`src/rtl/proc_pkg.sv`:
```
// Shared definitions for the DRAM controller slice.
// Holds the controller FSM encoding, the default word/address widths and
// the width of the wait-state counter (WAIT_STATES is limited to 0..15).
package proc_pkg;

  localparam int unsigned DEF_ADDR_W = 18;
  localparam int unsigned DEF_DATA_W = 9;
  localparam int unsigned CNT_W      = 4;

  typedef enum logic [1:0] {
    StIdle   = 2'd0,
    StAccess = 2'd1,
    StDone   = 2'd2
  } state_t;

endpackage

```
`src/rtl/wait_counter.sv`:
```
// Wait-state down-counter for one ACCESS beat.
// Ports:
//   clk, rst  - clock, asynchronous active-high reset
//   load      - load load_val (takes priority over dec)
//   load_val  - value to load
//   dec       - decrement while nonzero
//   zero      - counter currently equals zero
module wait_counter import proc_pkg::*; #(
  parameter int unsigned W = CNT_W
) (
  input  logic         clk,
  input  logic         rst,
  input  logic         load,
  input  logic [W-1:0] load_val,
  input  logic         dec,
  output logic         zero
);

  logic [W-1:0] cnt_q;

  always_ff @(posedge clk or posedge rst) begin
    if (rst) begin
      cnt_q <= '0;
    end else if (load) begin
      cnt_q <= load_val;
    end else if (dec && (cnt_q != '0)) begin
      cnt_q <= cnt_q - 1'b1;
    end
  end

  assign zero = (cnt_q == '0);

endmodule

```
`src/rtl/dram_ctrl.sv`:
```
// Simple wait-stated DRAM access controller.
// A request sampled in IDLE runs one ACCESS phase of WAIT_STATES+1 cycles
// per beat, followed by a one-cycle DONE phase that pulses ack.
// Optional feature macro: DRAM_CTRL_BURST_EN adds burst_len (beats = burst_len+1,
// incrementing word address with wrap-around).
// Ports:
//   clk, rst            - clock, asynchronous active-high reset
//   req, we, addr       - request, direction, start address (sampled in IDLE)
//   wdata               - write data, sampled on entry to each beat's ACCESS
//   burst_len           - (DRAM_CTRL_BURST_EN only) extra beats
//   rdata, ack, busy    - read data, per-beat completion pulse, not-IDLE flag
//   mem_write, mem_addr, mem_din, mem_dout - DRAM interface
module dram_ctrl import proc_pkg::*; #(
  parameter int unsigned WAIT_STATES = 1,
  parameter int unsigned ADDR_W      = DEF_ADDR_W,
  parameter int unsigned DATA_W      = DEF_DATA_W
) (
  input  logic              clk,
  input  logic              rst,
  input  logic              req,
  input  logic              we,
  input  logic [ADDR_W-1:0] addr,
  input  logic [DATA_W-1:0] wdata,
`ifdef DRAM_CTRL_BURST_EN
  input  logic [1:0]        burst_len,
`endif
  output logic [DATA_W-1:0] rdata,
  output logic              ack,
  output logic              busy,
  output logic              mem_write,
  output logic [ADDR_W-1:0] mem_addr,
  output logic [DATA_W-1:0] mem_din,
  input  logic [DATA_W-1:0] mem_dout
);

  localparam logic [CNT_W-1:0] WaitInit = CNT_W'(WAIT_STATES);

  state_t            state_q;
  logic              we_q;
  logic [ADDR_W-1:0] addr_q;
  logic [DATA_W-1:0] din_q;
  logic [DATA_W-1:0] rdata_q;
  logic [1:0]        beats_q;   // beats still to run after the current one
  logic              ack_q;
  logic              busy_q;
  logic [1:0]        beats_req;
  logic              cnt_load;
  logic              cnt_dec;
  logic              cnt_zero;

`ifdef DRAM_CTRL_BURST_EN
  assign beats_req = burst_len;
`else
  assign beats_req = 2'd0;
`endif

  // Counter reloads whenever a beat's ACCESS phase is about to begin.
  assign cnt_load = ((state_q == StIdle) && req) || ((state_q == StDone) && (beats_q != 2'd0));
  assign cnt_dec  = (state_q == StAccess);

  wait_counter #(
    .W (CNT_W)
  ) u_wait_counter (
    .clk      (clk),
    .rst      (rst),
    .load     (cnt_load),
    .load_val (WaitInit),
    .dec      (cnt_dec),
    .zero     (cnt_zero)
  );

  always_ff @(posedge clk or posedge rst) begin
    if (rst) begin
      state_q <= StIdle;
      we_q    <= 1'b0;
      addr_q  <= '0;
      din_q   <= '0;
      rdata_q <= '0;
      beats_q <= 2'd0;
      ack_q   <= 1'b0;
      busy_q  <= 1'b0;
    end else begin
      unique case (state_q)
        StIdle: begin
          if (req) begin
            we_q    <= we;
            addr_q  <= addr;
            din_q   <= wdata;
            beats_q <= beats_req;
            busy_q  <= 1'b1;
            state_q <= StAccess;
          end
        end
        StAccess: begin
          if (cnt_zero) begin
            if (!we_q) begin
              rdata_q <= mem_dout;
            end
            ack_q   <= 1'b1;
            state_q <= StDone;
          end
        end
        StDone: begin
          ack_q <= 1'b0;
          if (beats_q != 2'd0) begin
            addr_q  <= addr_q + 1'b1;
            din_q   <= wdata;
            beats_q <= beats_q - 1'b1;
            state_q <= StAccess;
          end else begin
            busy_q  <= 1'b0;
            state_q <= StIdle;
          end
        end
        default: begin
          ack_q   <= 1'b0;
          busy_q  <= 1'b0;
          state_q <= StIdle;
        end
      endcase
    end
  end

  // Decoded purely from registers, so it drops as soon as rst clears the state.
  assign mem_write = (state_q == StAccess) && cnt_zero && we_q;
  assign mem_addr  = addr_q;
  assign mem_din   = din_q;
  assign rdata     = rdata_q;
  assign ack       = ack_q;
  assign busy      = busy_q;

endmodule

```
`config.mk`:
```
export PLATFORM = sky130hd
export DESIGN_NAME = dram_ctrl
export DESIGN_NICKNAME = d
export VERILOG_FILES = /design/src/rtl/proc_pkg.sv /design/src/rtl/wait_counter.sv /design/src/rtl/dram_ctrl.sv
export SDC_FILE = /design/constraint.sdc
export NUM_CORES = 1
export LEC_CHECK = 0
export ABC_AREA = 0
export CAP_MARGIN = 40
export CORE_UTILIZATION = 40
export DETAILED_ROUTE_END_ITERATION = 10
export PLACE_DENSITY = 0.71
export SYNTH_ARGS = -nofsm -noshare
export SYNTH_HDL_FRONTEND = slang
export SYNTH_SLANG_ARGS = --single-unit
```
`constraint.sdc`:
```
create_clock -name clk -period 5.5 [get_ports clk]
set_input_delay 1.65 -clock clk [delete_from_list [all_inputs] [get_ports clk]]
set_output_delay 1.65 -clock clk [all_outputs]
set_load 0.05 [all_outputs]
```
; ---- Yosys cells after proc, flatten, opt, wreduce, memory -nomap -nowiden
; Index checks and enable logic that the tools add are counted.
[word_totals]
mem_bits_rw = 0
regBits = 47
mem_bits_ro = 0
wordCells = 59
mem_count = 0
latchBits = 0
inputBits = 40
[op_classes]
n_div = 0
eq_ne = 6
n_mul = 0
n_bitwise = 3
n_reduce_logical = 18
add_sub_neg = 3
muxes = 20
shifts = 0
order_cmp = 0
[op_table]
columns = op, n
row1 = 18-bit 2-to-1 mux, 2
row2 = 18-bit one-hot mux with 2 select lines, 1
row3 = "18-bit by 1-bit adder with 18-bit output, second input constant", 1
row4 = 9-bit 2-to-1 mux, 2
row5 = 9-bit one-hot mux with 2 select lines, 1
row6 = 3-bit AND reduction, 3
row7 = 2-bit 2-to-1 mux, 4
row8 = 4-bit 2-to-1 mux, 2
row9 = "2-bit != test, second input constant", 3
row10 = 2-bit one-hot mux with 3 select lines, 1
row11 = 2-bit AND reduction, 3
row12 = 2-bit nonzero test, 3
row13 = 1-bit logical AND, 5
row14 = 4-bit logical NOT, 1
row15 = 1-bit 2-to-1 mux, 4
row16 = 2-bit one-hot mux with 2 select lines, 1
row17 = 4-bit nonzero test, 1
row18 = "4-bit by 1-bit subtractor with 4-bit output, second input constant", 1
row19 = 1-bit NOT, 3
row20 = 1-bit one-hot mux with 3 select lines, 1
row21 = "2-bit by 1-bit equality test with 1-bit output, second input constant", 1
row22 = "2-bit equality test, second input constant", 1
row23 = 2-bit logical NOT, 1
row24 = "2-bit by 1-bit != test with 1-bit output, second input constant", 1
row25 = other kinds (3), 3

; ---- Longest topological paths before layout
[depth]
word_depth = 4
mapped_depth = 8

; ---- Cells and area by module
; From an unflattened synthesis, not the netlist that was laid out.
[unflattened]
cells_unflattened = 267
area_unflattened_um2 = 2508.7
[by_module_without_submodules]
columns = module, n_inst, seq_area_each_um2, area_each_um2, cells_each
row1 = dram_ctrl, 1, 1076.0, 2247.2, 239
row2 = wait_counter, 1, 100.1, 261.5, 28

; ---- Worst setup path before layout
; OpenSTA, ideal clock, no wires.
[synth_path]
path_kind = register to output
startpoint = register u_wait_counter.cnt_q[0]
endpoint = output mem_write
n_path_buf = 0
path_stages_with_launch = 7
t_required_ns = 3.850
setup_slack_ns = 2.115
arrival_time_ns = 1.735
cell_sequence = dfrtp_1 inv_1 ha_1 or3b_2 nand2b_4 inv_1 and2_1
[synth_via]
elab_chain_len = 3
[synth_lines]
columns = item, line_no
row1 = "start, declared", wait_counter.sv:19  ; logic [W-1:0] cnt_q;
row2 = "start signal, assigned", wait_counter.sv:25  ; cnt_q <= load_val;
row3 = "start signal, assigned", wait_counter.sv:27  ; cnt_q <= cnt_q - 1'b1;
row4 = 4-bit logical NOT, wait_counter.sv:31  ; assign zero = (cnt_q == '0);
row5 = 1-bit logical AND (2 in a row), dram_ctrl.sv:125  ; assign mem_write = (state_q == StAccess) && cnt_zero && we_q;
row6 = "end, declared", dram_ctrl.sv:30  ; output logic mem_write,
; Every way passes these cells.

; ---- Worst setup path after layout
; Same ends and word-level chain as after synthesis.

==> reports/metrics.cfg <==
[timing]
shortest_clock_period_the_worst_path_allows_after_layout_ps = 4250
final-max-slew-violation-count = 0
achievable-frequency_ghz = 0.235
worst_slew_margin_rel_pct = 63.5
finalClockSkew_ps = 6.97
report.final.setup_viol = 0
final.setup.tns_ps = 0
setup_repair_after_global_routing_missed_its_margin = false
timing_worst_slew_pin_value_ps = 548
hold_slack_ps = 486
hold_violations = 0
final.period_utilization_pct = 77.4

[power]
peakVddDrop_mv = 0.313
power_frac_comb_pct = 58.1
reported_net_switching_power_w = 0.00111
p_int_w = 0.00112
clkPwrFrac_pct = 11.6
share_seq_of_total_power_pct = 30.3
static-leakage-power_nw = 1.40
power_switching_share_pct = 49.6
pwr_cell_area_nw_per_um2 = 659

[routing]
routed-via-count = 2103
viasPerCell = 5.28
drt-initial-drc-count = 126
routed_wire_length_per_instance_microns = 14.1
route.detailed.drc = 0
drt_pass1_iterations = 4
route.final.wire_length_mm = 5.63
antenna_left = 0

[synth]
syn-cell-area_sq_um = 2390
synthesis.instances = 251
ys.warnings.count = 0
async_flop_share_pct = 100
synthesis.area_per_instance_sq_um = 9.53
synth.net_count = 294
synth.ff_latch_count = 47
netlist-cell-type-count = 43
synth_edf_count = 0
synth_top_flop_cell = dfrtp_1
ys_seq_area_share_pct = 49.2

[cts]
resized_gates_after_cts = 0
clock-sinks = 47
tritoncts_clock_tree = yes
cts.root.buffer_cell = clkbuf_8
clk_transition_reported_paths_ps = 90
htreeDepth = 2
max-clock-path-buffers = 2
cts-buffers-inserted = 5
number_of_buffers_inserted_by_post_cts_setup_repair = 0
clk_latency_ps = 300
cts-hold-fix-buffers = 0

[job]
max_cap_violation_count = 0

[global_route]
number_of_antenna_violations_at_the_first_check_in_global_routing = 0
grt_use_total_pct = 19.4
first_global_vias = 2003
maximum_number_of_pins_on_one_net_before_global_route_repair = 34
grt_remaining_overflow = 0
grt_pass1_wl_mm = 9.43

[final_layout]
area_growth_syn_to_layout_pct = 41.8
layout.area.seq_sq_um = 1180
drive_above_1_share_pct = 9.20
final_cell_area_sq_um = 3390
mostFrequentLayoutCells = 78 x clkdlybuf4s50_1, 49 x nand2_1, 47 x dfrtp_1
antenna_cells_inserted = 0
multi_input_area_sq_um = 1110
num-fill-cells = 500
layout_commonest_cell = clkdlybuf4s50_1
finalNetCount = 368

[critical_path]
crit_path_max_fo = 4
cp.required_ps = 3850
worst_setup_path_start_kind = flop
critPathKind = flop to output pin
cp.arrival_ps = 2600
end_kind = output pin

[outcome]
run_status = complete, no violations

[placed_design]
hpwlAfterDp_mm = 4.02
port-buffer-count = 78
placement.cell_area_sq_um = 3270
finalWeightedCongestion = 0.837

[die]
core_area_sq_um = 5640
die_h_microns = 79.3
die_width_microns = 79.3
initial_core_util_pct = 42.4
die_area_sq_um = 6290
ioPinCount = 79
core.rowCount = 27

[hold_path]
hp_class = flop to flop

## metal layers
metal / global-route usage (%) / share of wire (%) / wire [microns] / vias up
met4: 6.00 / 1.2 / 70 / 0
met5: 0 / 0 / 0 / -
met3: 4.14 / 5.1 / 288 / 7
met1: 26.0 / 46 / 2570 / 996
met2: 31.3 / 48 / 2700 / 58
li1: - / - / - / 1042
## power groups by stage
stage | Combinational (W) | Sequential (W) | Clock [W]
detailed placement | 0.00130 | 0.000681 | 0
floorplan | 0.000437 | 0.00111 | 0
global route | 0.00138 | 0.000707 | 0.000285
global placement | 0.00125 | 0.000675 | 0
CTS | 0.00131 | 0.000677 | 0.000266
finish | 0.00130 | 0.000676 | 0.000259
## cells in the mapped netlist (2+ instances only)
cell type / count / share of area [%]
mux2i_1: 2 / 0.84
nor3_1: 3 / 0.63
nand2_1: 49 / 7.7
nor3b_1: 2 / 0.63
nand4_1: 8 / 2.1
xor2_1: 2 / 0.73
nand3_1: 12 / 2.5
and4_1: 3 / 1.1
clkbuf_1: 8 / 1.3
a2bb2oi_1: 4 / 1.5
nor2b_1: 2 / 0.52
nand2b_1: 3 / 0.79
nor2_1: 9 / 1.4
o21ai_0: 15 / 3.1
mux2_2: 11 / 5.2
nand2b_4: 2 / 1.2
ha_1: 3 / 1.6
a21oi_1: 18 / 3.8
and2_1: 3 / 0.79
buf_2: 4 / 0.84
nor4bb_1: 2 / 0.84
dfrtp_1: 47 / 49
a31oi_1: 3 / 0.79
o22ai_1: 8 / 2.1
and3_1: 2 / 0.52
inv_1: 8 / 1.3
buf_6: 2 / 0.94
## registers in the layout, summed over array words and instances (netlist names)
register              cells
state_q                   2
we_q                      1
busy                      1
mem_addr                 18
rdata                     9
mem_din                   9
ack                       1
u_wait_counter.cnt_q      4
beats_q                   2
## worst max-delay path, stage by stage (launching register included)
cell	delay, ps
dfrtp_1	380
inv_1	90
ha_1	160
or3b_2	490
nand2b_4	190
inv_1	80
and2_1	120
clkdlybuf4s50_1	800
## metrics by stage
step | power, W | std cells | setup slack, ps | utilization (%)
2_1_floorplan | 0.00155 | 251 | 2120 | -
3_3_place_gp | 0.00193 | 386 | 1590 | 56.4
3_5_place_dp | 0.00198 | 390 | 1570 | 58.0
4_1_cts | 0.00225 | 398 | 1220 | 60.1
5_1_grt | 0.00237 | 398 | 1110 | 60.1
6_report | 0.00223 | 398 | 1250 | 60.1
## cell type report
type,count,area share [%]
Tap cell,72,2.66
Clock inverter,3,1.37
Clock buffer,5,2.03
Inverter,8,0.886
Sequential cell,47,34.7
Timing Repair Buffer,82,25.7
Multi-Input combinational cell,181,32.7
## final timing paths
| path | start | endpoint | slack, ps | cells past startpoint |
|---|---|---|---|---|
| max in group asynchronous | rst | mem_addr[11]$_DFFE_PP0P_ | 3400 | 3 |
| min | busy$_DFFE_PP0P_ | busy$_DFFE_PP0P_ | 490 | 2 |
| min reg2reg | busy$_DFFE_PP0P_ | busy$_DFFE_PP0P_ | 490 | 2 |
| min in group asynchronous | rst | rdata[8]$_DFFE_PP0P_ | 1610 | 2 |
| max reg2reg | beats_q[0]$_DFFE_PP0P_ | mem_addr[17]$_DFFE_PP0P_ | 3500 | 6 |
| max | u_wait_counter.cnt_q[0]$_DFFE_PP0P_ | mem_write | 1250 | 7 |
## cells by family after synthesis
group                    Yosys count  share of synthesized area [%]
buffers and inverters             23                           4.61
adder cells (fa/ha/maj)            3                           1.57
flip-flops                        47                           49.2
AO/OA/AOI/OAI                     56                           14.3
AND/OR/NAND/NOR                  106                           23.2
multiplexers                      13                           6.02
XOR/XNOR                           3                           1.10
Power figures use the tool's default switching activity.
